### src/rtl/byte_lane_splitter.sv
// byte_lane_splitter
//   Registered 32-bit word to four 8-bit lane splitter with valid/ready on
//   both sides. An output register plus one skid register give two words of
//   FIFO storage, one word per cycle of throughput, and a registered in_ready.
//
//   Optional feature macro: SPLITTER_PARITY_EN (adds lane_parity output).
//
// Ports:
//   clk          rising-edge clock
//   reset        asynchronous, active-high reset
//   A            input word
//   swap         lane-order select, sampled with A on each accepted word
//   in_valid     A/swap valid
//   in_ready     splitter can accept a word (flop output)
//   O1..O4       byte lanes, O1 = most significant lane when swap=0
//   lane_zero    bit i-1 set when lane Oi is 8'h00
//   lane_parity  bit i-1 = XOR reduction of lane Oi (SPLITTER_PARITY_EN only)
//   out_valid    O1..O4 / lane_zero (/ lane_parity) valid
//   out_ready    consumer accepts the output
module byte_lane_splitter #(
    parameter int WIDTH = 32,
    parameter int LANES = 4
) (
    input  logic             clk,
    input  logic             reset,
    input  logic [WIDTH-1:0] A,
    input  logic             swap,
    input  logic             in_valid,
    output logic             in_ready,
    output logic [7:0]       O1,
    output logic [7:0]       O2,
    output logic [7:0]       O3,
    output logic [7:0]       O4,
    output logic [LANES-1:0] lane_zero,
`ifdef SPLITTER_PARITY_EN
    output logic [LANES-1:0] lane_parity,
`endif
    output logic             out_valid,
    input  logic             out_ready
);

    localparam int LANE_W = WIDTH / LANES;

    // Mapped view of the incoming word, packed with O1 in the top lane.
    logic [WIDTH-1:0]  map_word;
    logic [LANES-1:0]  map_zero;
    logic [LANE_W-1:0] lane;

    logic [WIDTH-1:0]  out_word;
    logic [LANES-1:0]  out_zero;
    logic [WIDTH-1:0]  skid_word;
    logic [LANES-1:0]  skid_zero;
    logic              skid_valid;
    logic              skid_valid_nxt;

`ifdef SPLITTER_PARITY_EN
    logic [LANES-1:0]  map_par;
    logic [LANES-1:0]  out_par;
    logic [LANES-1:0]  skid_par;
`endif

    logic in_xfer;
    logic out_free;

    assign in_xfer  = in_valid && in_ready;
    // Output register can take a new word: empty, or being consumed this edge.
    assign out_free = !out_valid || out_ready;

    // Lane mapping and per-lane flags, computed before capture so they are
    // registered alongside the data.
    always_comb begin
        map_word = '0;
        map_zero = '0;
        lane     = '0;
`ifdef SPLITTER_PARITY_EN
        map_par  = '0;
`endif
        for (int unsigned i = 0; i < LANES; i++) begin
            if (swap)
                map_word[WIDTH-1-i*LANE_W -: LANE_W] = A[i*LANE_W +: LANE_W];
            else
                map_word[WIDTH-1-i*LANE_W -: LANE_W] = A[WIDTH-1-i*LANE_W -: LANE_W];
        end
        for (int unsigned i = 0; i < LANES; i++) begin
            lane        = map_word[WIDTH-1-i*LANE_W -: LANE_W];
            map_zero[i] = (lane == '0);
`ifdef SPLITTER_PARITY_EN
            map_par[i]  = ^lane;
`endif
        end
    end

    // Skid occupancy after the coming edge. When the output frees up the skid
    // word moves forward; a new word only lands in skid while the output is
    // stalled (or, defensively, if skid is being refilled as it drains).
    always_comb begin
        skid_valid_nxt = skid_valid;
        if (out_free)
            skid_valid_nxt = skid_valid && in_xfer;
        else if (in_xfer)
            skid_valid_nxt = 1'b1;
    end

    always_ff @(posedge clk or posedge reset) begin
        if (reset) begin
            out_valid  <= 1'b0;
            out_word   <= '0;
            out_zero   <= '1;
            skid_valid <= 1'b0;
            skid_word  <= '0;
            skid_zero  <= '1;
            in_ready   <= 1'b0;
`ifdef SPLITTER_PARITY_EN
            out_par    <= '0;
            skid_par   <= '0;
`endif
        end else begin
            if (out_free) begin
                if (skid_valid) begin
                    // Older skid word goes first to keep FIFO order.
                    out_valid <= 1'b1;
                    out_word  <= skid_word;
                    out_zero  <= skid_zero;
`ifdef SPLITTER_PARITY_EN
                    out_par   <= skid_par;
`endif
                    if (in_xfer) begin
                        skid_word <= map_word;
                        skid_zero <= map_zero;
`ifdef SPLITTER_PARITY_EN
                        skid_par  <= map_par;
`endif
                    end
                end else if (in_xfer) begin
                    // Direct replacement: no bubble when accept and consume coincide.
                    out_valid <= 1'b1;
                    out_word  <= map_word;
                    out_zero  <= map_zero;
`ifdef SPLITTER_PARITY_EN
                    out_par   <= map_par;
`endif
                end else begin
                    out_valid <= 1'b0;
                end
            end else if (in_xfer) begin
                skid_word <= map_word;
                skid_zero <= map_zero;
`ifdef SPLITTER_PARITY_EN
                skid_par  <= map_par;
`endif
            end
            skid_valid <= skid_valid_nxt;
            in_ready   <= !skid_valid_nxt;
        end
    end

    assign O1        = out_word[WIDTH-1  -: 8];
    assign O2        = out_word[WIDTH-9  -: 8];
    assign O3        = out_word[WIDTH-17 -: 8];
    assign O4        = out_word[WIDTH-25 -: 8];
    assign lane_zero = out_zero;
`ifdef SPLITTER_PARITY_EN
    assign lane_parity = out_par;
`endif

endmodule

### config.mk
export PLATFORM = sky130hd
export DESIGN_NAME = byte_lane_splitter
export DESIGN_NICKNAME = d
export VERILOG_FILES = /design/src/rtl/byte_lane_splitter.sv
export SDC_FILE = /design/constraint.sdc
export NUM_CORES = 1
export LEC_CHECK = 0
export ABC_AREA = 0
export ABC_CLOCK_PERIOD_IN_PS = 3000
export BUFFER_PORTS_ARGS = -buffer_cell sky130_fd_sc_hd__buf_2
export CORE_ASPECT_RATIO = 1.75
export CORE_MARGIN = 2
export CORE_UTILIZATION = 41
export CTS_CLUSTER_SIZE = 14
export DETAILED_ROUTE_END_ITERATION = 12
export PLACE_DENSITY = 0.7
export SKIP_CTS_REPAIR_TIMING = 1
export SLEW_MARGIN = 0
export SYNTH_ARGS = -nofsm -noshare
export SYNTH_HDL_FRONTEND = slang
export SYNTH_SLANG_ARGS = --single-unit
export TNS_END_PERCENT = 5
### constraint.sdc
create_clock -name clk -period 3 [get_ports clk]
set_input_delay 0.3 -clock clk [delete_from_list [all_inputs] [get_ports clk]]
set_output_delay 0.3 -clock clk [all_outputs]
set_load 0.05 [all_outputs]
# --- Word-level counts from Yosys, hierarchy flattened ---
# Cells that the tools add are included.
totals:
  regBits: 75
  output_inout_bits: 38
  elab_cells: 37
classes:
  n_eq_ne: 1
  n_mux: 18
  reduce_logical: 11
ops:
  columns: ["op", "n"]
  rows:
  - ["$mux W32", 5]
  - ["$logic_not A8 Y1", 4]
  - ["$mux W8", 4]
  - ["$mux W4", 5]
  - ["$mux W1", 4]
  - ["$logic_and A1 B1 Y1", 2]
  - ["$logic_not A1 Y1", 2]
  - ["$ne A2 B2 Y1 const B", 1]
  - ["$reduce_and A2 Y1", 1]
  - ["$reduce_bool A2 Y1", 1]
  - ["$logic_or A1 B1 Y1", 1]

# --- Depth between registers and ports, before layout ---
# Gate-level depths: netlist of run 1.
logic_depth:
  depth_word: 5
  mapped_depth: 6
  mapped_depth_nobuf: 4

# --- Least setup slack after synthesis of run 1 ---
# No wires, ideal clock.
synth_timing:
  kind: "register to register"
  startpoint: "register out_valid"
  endpoint: "register out_word[10]"
  setup_time_ps: 132
  arrival_time_ps: 1525
  setup_slack_ps: 1343
  stages_incl_launch_ff: 6
  path_buffers: 2
  synth_period_minus_slack_ps: 1657
  cell_sequence: "dfrtp_1 > nor2b_2 > or2_1 > buf_2 > clkbuf_1 > o21ai_1"
synth_between:
  elab_chain_len: 3
synth_lines:
  columns: ["element", "line", "source"]
  rows:
  - ["start, declared", "38", "output logic out_valid,"]
  - ["start signal, assigned", "106", "out_valid <= 1'b0;"]
  - ["start signal, assigned", "121", "out_valid <= 1'b1;"]
  - ["start signal, assigned", "136", "out_valid <= 1'b1;"]
  - ["$logic_not A1 Y1", "67", "assign out_free = !out_valid || out_ready;"]
  - ["$logic_or A1 B1 Y1", "67", null]
  - ["$reduce_and A2 Y1 (no line)", null, null]
  - ["end signal, assigned", "122", "out_word <= skid_word;"]
  - ["end signal, assigned", "137", "out_word <= map_word;"]
  - ["end, declared", "49", "logic [WIDTH-1:0] out_word;"]
# No other way between the ends.
# A chain may end at the register's enable or synchronous reset.

# --- Worst setup path after layout of run 1 ---
layout_timing:
  startpoint: "register out_valid"
  endpoint: "register skid_zero[3]"
layout_between:
  elab_chain_len: 3
  elab_cells_between_ends: 4
  classes_between: "eq/ne (1); mux (1); reduce/logical (2)"
layout_lines:
  columns: ["element", "line", "source"]
  rows:
  - ["$logic_not A1 Y1 *", "67", null]
  - ["$logic_or A1 B1 Y1 *", "67", null]
  - ["$ne A2 B2 Y1 (no line) or $mux W4 (tied branches)", null, null]
  - ["end signal, assigned", "129", "skid_zero <= map_zero;"]
  - ["end signal, assigned", "147", "skid_zero <= map_zero;"]
  - ["end, declared", "52", "logic [LANES-1:0] skid_zero;"]
# Every way passes the cells marked *; elsewhere a longest branch is shown, timed or not.

==> results, run 1 <==
- The root buffer cell is sky130_fd_sc_hd__clkbuf_16.
- Summing all multi-input logic gate instances after layout gives approximately 1500 um2.
- The initial antenna violation count was 0.
- The fraction of met1 tracks used by global routing is between 20% and 30%.
- The final layout contains 484 nets.
- The final instance area is 4292 um2.
- Multiplexer cells account for 9.507% of the synthesized area.
- The distinct cell type count after synthesis is 32.
- The die is 74.12 um wide.
- The gate count after technology mapping is 382.
- The worst endpoint data arrival time is approximately 2.1 ns.
- The final critical path time including I/O delays and setup is 1.867 ns.
- The worst setup path is captured at a flip-flop.
- At the end of routability-driven placement, the weighted congestion stood at 0.9516.
- The cell accounting for the most synthesized area is sky130_fd_sc_hd__dfrtp_1.
- The slowest stage of the critical path is the sky130_fd_sc_hd__o211ai_4 cell.
- Summing the areas of all xor and xnor instances in the mapped netlist gives 0% of the synthesized area.
- The worst slew margin relative to its limit is approximately two fifths.
- The share of flip-flops with an asynchronous set or reset is 100.0%.
- The max-slew violation count is 0.
- By area the synthesized netlist is led by sky130_fd_sc_hd__dfrtp_1, sky130_fd_sc_hd__mux2i_1, sky130_fd_sc_hd__nand2_1.
- Fill cells in the final layout number just over 800.
- The synthesized-area fraction occupied by and/or/nand/nor cells is between 10% and 20%.
- The clock input transition at the sequential cells of the worst setup and hold paths is approximately 0.060 ns.
- The count of yosys warnings during synthesis is 0.
- Counting cells, the worst reg-to-reg path comes to 5.
- Pin placement for this block handled 75 I/O pins.
- The detailed router's first-iteration violation count is 212.
- The top fanout value on the critical path is 37.
- In the routed design, unresolved DRC markers number 0.
- Of the cells placed in the final design, the portion with a size suffix greater than 1 is 25.00%.
- The proportion of synthesized chip area in sequential cells is a little over half.
- The reported max-cap violation count is 0.
- The critical path is of the reg -> reg type.
- The number of placement rows is 44.
- The number of enable flip-flop cells after synthesis is 0.
- For this run, the total global-route usage over all layers was measured as 19.41%.
- The via count normalized by instance count is 5.139.
- The clock skew after layout is 0.005512 ns.
- The library cell with the highest instance count after synthesis is sky130_fd_sc_hd__nand2_1.
- The first global-routing pass estimated between 10000 and 15000 um of wire.
- Tracing the worst setup path back leads to its startpoint at out_valid$_DFFE_PP0N_.
- Summing the areas of all compound-gate instances in the mapped netlist gives between 10% and 20% of the synthesized area.
- The quantity of I/O buffers inserted on ports is 74.
- The H-tree was split into 3 levels.
- The number of hold-slack violations in the final timing report is 0.
- Summing all flip-flop and latch instances after layout gives ~1900 um2.
- For this block, the via count after detailed routing is slightly below 3000.
- The largest stage delay on the critical path is between 0.7 and 0.8 ns.
- The met3 capacity usage during global routing is 3.733%.
- The path type of the worst min-delay path is in -> async.
- The tightest hold path in the finished design has a slack of about 0.098 ns.
- Summed over all cells, the static leakage comes to 2.057 nW.
- Summing all placed instances gives a cell area of 3989 um2.
- The met2 usage in global routing is 31.62%.
- A synthesized cell averages 9.233 um2.
- VDD sags by at most 0.5282 mV.
- The routed wire length per instance is 14.96 um.
- For the final routed database, the setup TNS stands at 0 ns.
- The most used routing layer is met2.
- The final layout contains routed wiring with a total length of 8480 um.
- The number of CTS-inserted buffers is 9.
- The reg-to-reg endpoint is skid_zero[3]$_DFFE_PP1P_.
- The startpoint of the worst register-to-register path is out_valid$_DFFE_PP0N_.
- The area growth from synthesis to layout is 21.67%.
- The adder-cell area share of the yosys netlist is 0%.
- Traced cell by cell, the critical path runs through nor2b_2 > o211ai_4 > buf_12 > a211oi_1 > a21o_1.
- The total overflow reported by the global router is 0.
- For this run, the leading register cell type out of synthesis is sky130_fd_sc_hd__dfrtp_1.
- The post-synthesis sequential element count is 75.
- The worst register-to-register path has a setup slack of 1.13 ns.
- The number of global-route vias before repair is approximately 2800.
- At the later pin of the worst-skew pair, clock insertion delay measures 0.34 ns.
- The die covers roughly 9400 um2.
- The upper clock frequency limit is 535.5 MHz.
- The TritonCTS clock tree is done.
- Setup violations remaining at the end of the flow were counted as 0.
- The post-detailed-placement half-perimeter wirelength is approximately 6100 um.
- The total power consumption of the routed design is 0.005053 W.
- The number of antenna repair diodes is 0.
- The clock net in this run drives a total of 75 sinks.
- Counting instances in the post-synthesis netlist gives the leading cell types as sky130_fd_sc_hd__nand2_1, sky130_fd_sc_hd__dfrtp_1, sky130_fd_sc_hd__nor2_1, sky130_fd_sc_hd__a21oi_1, sky130_fd_sc_hd__o21ai_1.
- The post-synthesis instance area is between 3000 and 4000 um2.
- Setup repair after global routing left no endpoint under its margin.
- Power spread over the standard cell area amounts to 1177 nW/um2.
- In this run the vertical extent of the chip is 126.7 um.
- The final critical path takes up 62.25% of the cycle.
- In this run the biggest area consumer among cell types represents 47.53% of the synthesized area.
- The core outline area is a little over 8000 um2.
- The first TritonRoute pass finished after 4 iterations.
- The startpoint type of the worst setup path is a flip-flop.
- Counting along the longest clock path gives a buffer depth of 2.
- The initial standard-cell utilization of the core is 42.43%.
- Entering global routing, the biggest net connects 74 pins.
- In this run the remaining antenna-violating nets after routing total 0.
- At the pin with the least slew margin, the transition time is 0.8877 ns.
- The main combinational cell family by area after synthesis is compound AO/OA/AOI/OAI gates.
- When the netlist entered floorplanning its net count stood at 419.
- The flow ran to the end, and the final reports show no timing, DRC or antenna violations.
- Data on the critical path is required at its endpoint by 3.27 ns.
## per-layer routing
metal	up-vias	wire, um
met5	-	0
met4	0	269
met3	15	372
met2	77	4425
met1	1373	3412
li1	1449	-
## per-stage QoR
stage,utilization (%),setup WS (ns),cells
detailed placement,47.98,1.106,551
global placement,47.98,1.114,551
CTS,51.63,1.113,567
global route,51.63,0.9798,567
finish,51.63,1.133,567
floorplan,-,0.8033,382
## kinds of logic after synthesis
kind of cell | count (synthesis)
multiplexers | 33
AND/OR/NAND/NOR | 127
buffers and inverters | 30
AO/OA/AOI/OAI | 117
flip-flops | 75
## power by group
part           internal, W  switching (W)  leakage (nW)
clock             0.000666       0.000423         0.145
combinational     0.000571        0.00168          1.00
sequential         0.00147       0.000243         0.912
## state kept, by name, indices dropped and copies added, names as in the netlist
| signal | cells |
|---|---|
| skid_zero | 4 |
| skid_valid | 1 |
| in_ready | 1 |
| skid_word | 32 |
| lane_zero | 4 |
| out_word | 32 |
| out_valid | 1 |
## worst max path at each step
stage | to | slack [ns] | cells after the start
after global routing | skid_zero[0]$_DFFE_PP1P_ | 0.98 | 5
after global placement | out_word[23]$_DFFE_PP0P_ | 1.11 | 5
final | skid_zero[3]$_DFFE_PP1P_ | 1.13 | 5
after CTS | skid_zero[0]$_DFFE_PP1P_ | 1.11 | 5
after floorplan | in_ready$_DFF_PP0_ | 0.80 | 1
after detailed placement | out_word[19]$_DFFE_PP0P_ | 1.11 | 5
## area by class of cell
class	count	area share (%)
inverter	2	0.1749
timing repair buffer	82	10.32
sequential	75	43.99
clock inverter	6	1.487
clock buffer	10	5.569
multi-input combinational	277	35.10
tap	115	3.353
## layout by cell type (no fill, tap or decap), types with 3 or more instances in the layout
master | netlist | routed
sky130_fd_sc_hd__nor4_1 | 5 | 5
sky130_fd_sc_hd__a21oi_1 | 37 | 37
sky130_fd_sc_hd__dfrtp_1 | 67 | 66
sky130_fd_sc_hd__o21ai_1 | 34 | 34
sky130_fd_sc_hd__clkbuf_16 | 0 | 9
sky130_fd_sc_hd__nand3b_1 | 4 | 4
sky130_fd_sc_hd__nor2_1 | 38 | 38
sky130_fd_sc_hd__nand2_1 | 69 | 69
sky130_fd_sc_hd__dfstp_2 | 8 | 8
sky130_fd_sc_hd__mux2i_1 | 31 | 31
sky130_fd_sc_hd__o21ai_0 | 32 | 32
sky130_fd_sc_hd__buf_4 | 0 | 7
sky130_fd_sc_hd__buf_2 | 12 | 74
sky130_fd_sc_hd__nor3_1 | 3 | 3
## critical path: cells and delay by family, from the launching register on
kind,cells,cell delay [ns]
DFF,1,0.36
and+or+nand+nor,1,0.21
AOI/OAI and AO/OA,3,0.94
buffers and inverters,1,0.28
Note: power is estimated with default switching activity, not from simulation.
==> run 2: changes to the inputs <==
--- a/config.mk
+++ b/config.mk
@@ -6,14 +6,14 @@
 export NUM_CORES = 1
 export LEC_CHECK = 0
 export ABC_AREA = 0
-export ABC_CLOCK_PERIOD_IN_PS = 3000
+export ABC_CLOCK_PERIOD_IN_PS = 1500
 export BUFFER_PORTS_ARGS = -buffer_cell sky130_fd_sc_hd__buf_2
 export CORE_ASPECT_RATIO = 1.75
 export CORE_MARGIN = 2
 export CORE_UTILIZATION = 41
 export CTS_CLUSTER_SIZE = 14
 export DETAILED_ROUTE_END_ITERATION = 12
-export PLACE_DENSITY = 0.7
+export PLACE_DENSITY = 0.72
 export SKIP_CTS_REPAIR_TIMING = 1
 export SLEW_MARGIN = 0
 export SYNTH_ARGS = -nofsm -noshare
==> constraint.sdc (replaced) <==
create_clock -name clk -period 1.5 [get_ports clk]
set_input_delay 0.15 -clock clk [delete_from_list [all_inputs] [get_ports clk]]
set_output_delay 0.15 -clock clk [all_outputs]
set_load 0.05 [all_outputs]
==> run 2 against run 1 <==
Effect of this change: wire length is 1.8% lower; worst hold slack improved by 0.070 ns; global-route usage decreased by 0.32 points; total power is 100% higher; register-to-register slack worse by 0.99 ns; cell area rose by 3.5%.
==> results, run 2 (synthesis results as in run 1) <==
- Result of the run: finished clean (unchanged).
- The maximum vdd drop is 1.544 mV (was 0.5282 mV).
- Registers with the most flip-flops: out_word: 32 flops, skid_word: 32 flops (unchanged).
- Most frequent cells in the layout: sky130_fd_sc_hd__buf_2, sky130_fd_sc_hd__nand2_1, sky130_fd_sc_hd__dfrtp_1, sky130_fd_sc_hd__nor2_1, sky130_fd_sc_hd__a21oi_1 (unchanged).
- The combinational group share of total power came to 46.3% (was 44.5%).
- The root buffer cell was sky130_fd_sc_hd__clkbuf_16 (unchanged).
- The number of global-route vias before repair was 2910 (was 2821).
- The count of unresolved DRC violations after routing came to 0 (unchanged).
- The routed length on met2 is 4346 um (was 4425 um).
- The final critical path time including I/O delays and setup is 1.362 ns (was 1.867 ns).
- The highest metal layer with signal wires is met4 (unchanged).
- The number of placement rows came to 44 (unchanged).
- The insertion delay of the later-clocked pin in the worst-skew pair is 0.33 ns (was 0.34 ns).
- The startpoint of the worst register-to-register path is out_valid$_DFFE_PP0N_ (unchanged).
- The routed length on met3 is 324 um (was 372 um).
- The initial standard-cell utilization of the core is 42.43% (unchanged).
- The post-detailed-placement half-perimeter wirelength came to 5983 um (was 6110 um).
- The initial antenna violation count is 0 (unchanged).
- The net count reported at finish came to 497 (was 484).
- The reg-to-reg endpoint was skid_zero[3]$_DFFE_PP1P_ (unchanged).
- The count of vias placed by the detailed router is 2993 (was 2914).
- The kind of end point of the critical path is a flip-flop (unchanged).
- The switching share of power was 46.12% (was 46.42%).
- The required arrival time at the worst endpoint was 1.76 ns (was 3.27 ns).
- The sequential group share of total power was 34.0% (was 33.9%).
- The global-route wire length before repair is 13660 um (was 13700 um).
- The top fanout value on the critical path is 72 (was 37).
- The reported leakage power is 2.131 nW (was 2.057 nW).
- The worst hold path was traced through 3 stages.
- The length of the first detailed-routing pass in iterations is 4 (unchanged).
- The reported net switching power is 0.004663 W (was 0.002345 W).
- The path type of the worst min-delay path is in -> reg (was in -> async).
- The max-slew violation count is 0 (unchanged).
- The setup slack at placement came to -0.004030 ns (was 1.106 ns).
- The quantity of I/O buffers inserted on ports came to 74 (unchanged).
- The y dimension of the die came to 126.7 um (unchanged).
- The cell internal power dissipation is 0.005449 W (was 0.002707 W).
- The final cell utilization of the core is 53.45% (was 51.63%).
- The routability congestion estimate from global placement came to 0.8155 (was 0.9516).
- The detailed router's first-iteration violation count is 129 (was 212).
- The area growth from synthesis to layout is 25.97% (was 21.67%).
- The count of H-tree levels built during CTS came to 3 (unchanged).
- The number of I/O pins is 75 (unchanged).
- The worst-case register-to-register setup slack is 0.14 ns (was 1.13 ns).
- The start-to-end type of the worst setup path is reg -> reg (unchanged).
- The count of antenna-violating nets left after detailed routing is 0 (unchanged).
- The number of buffers on the longest clock path is 2 (unchanged).
- The number of antenna repair diodes is 0 (unchanged).
- The die width was 74.12 um (unchanged).
- The placement-stage cell area is 4145 um2 (was 3989 um2).
- The clock skew after layout is 0.004872 ns (was 0.005512 ns).
- The number of hold-slack violations in the final timing report is 0 (unchanged).
- The clock power share was 19.7% (was 21.6%).
- The final setup TNS is 0 ns (unchanged).
- The clock sink count is 75 (unchanged).
- The total die area came to 9390 um2 (unchanged).
- The share of layout cells above drive strength 1 was 26.67% (was 25.00%).
- The post-route fraction of the period consumed by the critical path is 90.79% (was 62.25%).
- The reported max-cap violation count was 0 (unchanged).
- The ratio of total power to cell area came to 2276 nW/um2 (was 1177 nW/um2).
- The leading cell type in the layout, fill and taps excluded is sky130_fd_sc_hd__buf_2 (unchanged).
- The maximum number of pins on one net before global-route repair was 74 (unchanged).
- The TritonCTS clock tree was done (unchanged).
- The startpoint type of the worst setup path was a flip-flop (unchanged).
- The final routed wirelength across all metal layers is 8327 um (was 8480 um).
- The total global routing track utilization is 19.09% (was 19.41%).
- The final instance area was 4443 um2 (was 4292 um2).
- RSZ-0062 raised after global routing: no (unchanged).
- The setup violation total in the final timing report is 0 (unchanged).
- The clock input transition at the sequential cells of the worst setup and hold paths is 0.06 ns (about the same).
- The core outline area is 8313 um2 (unchanged).
- The endpoint of the worst hold path is skid_word[24]$_DFFE_PP0P_.
- The worst slew margin relative to its limit is 60.52% (was 40.54%).
- The upper clock frequency limit is 734.3 MHz (was 535.5 MHz).
- The hold path startpoint is A[24].
- The total overflow reported by the global router came to 0 (unchanged).
- The worst endpoint data arrival time is 1.62 ns (was 2.14 ns).
- The met1 wire length is 3469 um (was 3412 um).
- The number of CTS-inserted buffers is 9 (unchanged).
- The worst path setup slack after routing was 0.1382 ns (was 1.133 ns).
- The path depth of the worst reg2reg path is 5 (unchanged).
- The actual slew at the worst max-slew pin is 0.5867 ns (was 0.8877 ns).
- The routed wire length per instance was 14.36 um (was 14.96 um).
- The via count normalized by instance count came to 5.160 (was 5.139).
## run 2: changes by cell type in the layout (fill, tap and decap cells not counted), sizes merged
cell and delta:
buf +12, dlygate4sd3 +1, bufinv -1, clkinvlp +1, clkbuf +2, inv -2
## run 2: worst max path at each step
stage | startpoint | endpoint | slack [ns] | cells after the start
2_1_floorplan | out_valid$_DFFE_PP0N_ | out_word[10]$_DFFE_PP0P_ | -0.16 | 5
3_3_place_gp | A[30] | lane_zero[0]$_DFFE_PP1P_ | -0.02 | 6
3_5_place_dp | A[6] | lane_zero[3]$_DFFE_PP1P_ | -0.004 | 6
4_1_cts | out_valid$_DFFE_PP0N_ | out_word[2]$_DFFE_PP0P_ | 0.05 | 5
5_1_grt | out_valid$_DFFE_PP0N_ | skid_zero[0]$_DFFE_PP1P_ | 0.03 | 5
6_report | out_valid$_DFFE_PP0N_ | skid_zero[3]$_DFFE_PP1P_ | 0.14 | 5
## run 2: area by class of cell
class	count	area, um2
Fill cell	764	3870
Sequential cell	75	1888
Multi-Input combinational cell	277	1509
Timing Repair Buffer	95	609.3
Clock buffer	12	256.5
Tap cell	115	143.9
Clock inverter	4	25.02
Inverter	2	11.26
## run 2: power by group through the flow
stage	sequential [W]	combinational (W)	clock [W]
floorplan	0.00495	0.00193	0
finish	0.00344	0.00468	0.00199
global placement	0.00343	0.00460	0
global route	0.00354	0.00515	0.00214
CTS	0.00345	0.00471	0.00205
detailed placement	0.00347	0.00471	0
## run 2: routing by layer
layer,up-vias,GRT usage (%)
met5,-,0
met4,0,7.273
met3,10,4.527
met2,75,32.41
met1,1437,22.86
li1,1471,-
## run 2: critical path: stages (launching register included)
cell and delay (ns):
sky130_fd_sc_hd__dfrtp_1 0.36, sky130_fd_sc_hd__nor2b_2 0.18, sky130_fd_sc_hd__o211ai_4 0.20, sky130_fd_sc_hd__buf_12 0.28, sky130_fd_sc_hd__a211oi_1 0.09, sky130_fd_sc_hd__a21o_1 0.16
## run 2: metrics by stage
stage,power [W],cells,hold slack (ns)
2_1_floorplan,0.006884,382,0.3105
3_3_place_gp,0.008028,563,0.2241
3_5_place_dp,0.008180,563,0.2246
4_1_cts,0.01020,579,-0.1273
5_1_grt,0.01083,580,0.2183
6_report,0.01011,580,0.1673
==> run 3: changes to the inputs <==
--- a/config.mk
+++ b/config.mk
@@ -6,14 +6,14 @@
 export NUM_CORES = 1
 export LEC_CHECK = 0
 export ABC_AREA = 0
-export ABC_CLOCK_PERIOD_IN_PS = 1500
+export ABC_CLOCK_PERIOD_IN_PS = 1700
 export BUFFER_PORTS_ARGS = -buffer_cell sky130_fd_sc_hd__buf_2
 export CORE_ASPECT_RATIO = 1.75
 export CORE_MARGIN = 2
 export CORE_UTILIZATION = 41
 export CTS_CLUSTER_SIZE = 14
 export DETAILED_ROUTE_END_ITERATION = 12
-export PLACE_DENSITY = 0.72
+export PLACE_DENSITY = 0.63
 export SKIP_CTS_REPAIR_TIMING = 1
 export SLEW_MARGIN = 0
 export SYNTH_ARGS = -nofsm -noshare
==> constraint.sdc (replaced) <==
create_clock -name clk -period 1.7 [get_ports clk]
set_input_delay 0.17 -clock clk [delete_from_list [all_inputs] [get_ports clk]]
set_output_delay 0.17 -clock clk [all_outputs]
set_load 0.05 [all_outputs]
==> run 3 against run 2 <==
Effect of this change: combinational power down 13%; count of clock-buffer cells in the layout unchanged; critical path type unchanged; via count down 2.1%; flip-flop and latch count unchanged.
==> results, run 3 (synthesis results as in run 1) <==
- The initial standard-cell utilization of the core is 42.43% (unchanged).
- The launching instance or port of the critical path was out_valid$_DFFE_PP0N_ (unchanged).
- The start-to-end type of the worst setup path is reg -> reg (unchanged).
- The required arrival time at the worst endpoint was 1.96 ns (was 1.76 ns).
- The net count reported at finish was 493 (was 497).
- The actual slew at the worst max-slew pin came to 0.5452 ns (was 0.5867 ns).
- The final critical path time including I/O delays and setup was 1.487 ns (was 1.362 ns).
- The final cell utilization of the core was 53.54% (was 53.45%).
- The number of global-route vias before repair is 2834 (was 2910).
- The worst slew margin relative to its limit is 63.57% (was 60.52%).
- The number of hold-slack violations in the final timing report came to 0 (unchanged).
- The max-slew violation count is 0 (unchanged).
- The top fanout value on the critical path was 29 (was 72).
- Series of cell instances along the critical path: nor2b_2 > or2_4 > buf_12 > a21oi_1 > a21oi_1 (was nor2b_2 > o211ai_4 > buf_12 > a211oi_1 > a21o_1).
- The total die area is 9390 um2 (unchanged).
- The routed wire length per instance is 14.29 um (was 14.36 um).
- The hold path startpoint is in_valid (was A[24]).
- Registers with the most flip-flops: out_word: 32 flops, skid_word: 32 flops (unchanged).
- The maximum vdd drop came to 0.9725 mV (was 1.544 mV).
- The number of antenna repair diodes is 0 (unchanged).
- The TritonCTS clock tree is done (unchanged).
- The total power consumption of the routed design is 0.009225 W (was 0.01011 W).
- The startpoint type of the worst setup path is a flip-flop (unchanged).
- The insertion delay of the later-clocked pin in the worst-skew pair is 0.33 ns (about the same).
- The initial antenna violation count is 0 (unchanged).
- The fill cell total of the finished layout is 791 (was 764).
- The y dimension of the die is 126.7 um (unchanged).
- The reported max-cap violation count is 0 (unchanged).
- The leading cell type in the layout, fill and taps excluded is sky130_fd_sc_hd__buf_2 (unchanged).
- The count of antenna-violating nets left after detailed routing came to 0 (unchanged).
- The count of unresolved DRC violations after routing is 0 (unchanged).
- The most prevalent standard cell on the critical path is sky130_fd_sc_hd__a21oi_1.
- The count of H-tree levels built during CTS is 3 (unchanged).
- The die width is 74.12 um (unchanged).
- The global-route wire length before repair is 13260 um (was 13660 um).
- The met2 usage in global routing is 31.36% (was 32.41%).
- The post-detailed-placement half-perimeter wirelength came to 5858 um (was 5983 um).
- The number of buffers on the longest clock path is 2 (unchanged).
- RSZ-0062 raised after global routing: no (unchanged).
- The final routed wirelength across all metal layers came to 8231 um (was 8327 um).
- The quantity of I/O buffers inserted on ports is 74 (unchanged).
- Most frequent cells in the layout: sky130_fd_sc_hd__buf_2, sky130_fd_sc_hd__nand2_1, sky130_fd_sc_hd__dfrtp_1, sky130_fd_sc_hd__nor2_1, sky130_fd_sc_hd__a21oi_1 (unchanged).
- The count of vias placed by the detailed router is 2929 (was 2993).
- The worst endpoint data arrival time came to 1.75 ns (was 1.62 ns).
- The total overflow reported by the global router is 0 (unchanged).
- The detailed router's first-iteration violation count came to 151 (was 129).
- The fraction of met1 tracks used by global routing came to 22.28% (was 22.86%).
- The ratio of total power to cell area is 2073 nW/um2 (was 2276 nW/um2).
- The largest stage delay on the critical path is 0.33 ns (was 0.36 ns).
- The register area is 1888 um2 (unchanged).
- The via count normalized by instance count is 5.085 (was 5.160).
- The reported leakage power is 2.132 nW (was 2.131 nW).
- The share of layout cells above drive strength 1 came to 25.60% (was 26.67%).
- The number of CTS-inserted buffers is 9 (unchanged).
- The met3 capacity usage during global routing was 4.448% (was 4.527%).
- The startpoint of the worst register-to-register path is out_valid$_DFFE_PP0N_ (unchanged).
- The clock skew after layout is 0.006610 ns (was 0.004872 ns).
- The area of the multi-input gates came to 1509 um2 (unchanged).
- The number of I/O pins is 75 (unchanged).
- The post-route fraction of the period consumed by the critical path is 87.45% (was 90.79%).
- The length of the first detailed-routing pass in iterations is 4 (unchanged).
- The final setup TNS is 0 ns (unchanged).
- The path type of the worst min-delay path was in -> reg (unchanged).
- The kind of end point of the critical path is a flip-flop (unchanged).
- The clock input transition at the sequential cells of the worst setup and hold paths is 0.05 ns (was 0.06 ns).
- The setup violation total in the final timing report is 0 (unchanged).
- The routability congestion estimate from global placement is 0.8497 (was 0.8155).
- The core outline area was 8313 um2 (unchanged).
- The number of placement rows was 44 (unchanged).
- The most used routing layer is met2 (unchanged).
- The clock sink count is 75 (unchanged).
- The root buffer cell is sky130_fd_sc_hd__clkbuf_16 (unchanged).
- The total global routing track utilization was 18.44% (was 19.09%).
- The slowest stage cell on the critical path is sky130_fd_sc_hd__dfrtp_1 (unchanged).
- Result of the run: finished clean (unchanged).
- The area growth from synthesis to layout is 26.18% (was 25.97%).
- The maximum number of pins on one net before global-route repair is 74 (unchanged).
- The upper clock frequency limit was 672.6 MHz (was 734.3 MHz).
-- run 3: metrics by stage --
step                hold WS [ns]  area, um2  instances  setup WS [ns]
floorplan                 0.3305       3531        382        0.04296
global placement          0.2486       4103        559         0.2069
detailed placement        0.2556       4103        559         0.1104
CTS                      -0.1039       4438        575        0.08558
global route              0.1847       4451        576        0.08808
finish                    0.1690       4451        576         0.2133
-- run 3: area by class of cell --
class / count / share of cell area, %
Tap cell: 115 / 3.233
Clock inverter: 4 / 2.221
Clock buffer: 12 / 5.313
Timing Repair Buffer: 91 / 12.65
Inverter: 2 / 0.2530
Multi-Input combinational cell: 277 / 33.91
Sequential cell: 75 / 42.42
-- run 3: worst paths after layout --
| path | end | slack, ns | depth (start not counted) |
|---|---|---|---|
| min reg2reg | skid_zero[1]$_DFFE_PP1P_ | 0.47 | 2 |
| max in group asynchronous | skid_zero[3]$_DFFE_PP1P_ | 0.66 | 4 |
| min | out_valid$_DFFE_PP0N_ | 0.17 | 3 |
| min in group asynchronous | out_word[18]$_DFFE_PP0P_ | 0.44 | 3 |
| max reg2reg | lane_zero[3]$_DFFE_PP1P_ | 0.21 | 5 |
| max | lane_zero[3]$_DFFE_PP1P_ | 0.21 | 5 |
-- run 3: worst max-delay path, delay by kind of cell, from the launching register on --
kind,cells,cell delay (ns)
compound gates,2,0.24
buf+inv,1,0.20
flops,1,0.33
simple gates,2,0.63
-- run 3: where the power goes --
group,leakage (nW),total (W),internal [W],switching [W]
logic,1.06,0.00406,0.00111,0.00295
registers,0.912,0.00302,0.00259,0.000427
clock network,0.161,0.00214,0.00144,0.000703
total,2.13,0.00922,0.00514,0.00408
-- run 3: metal layers --
layer  wire (um)  up-vias
met5           0        -
met2        4275       58
li1            -     1468
met3         327        9
met1        3503     1394
met4         125        0
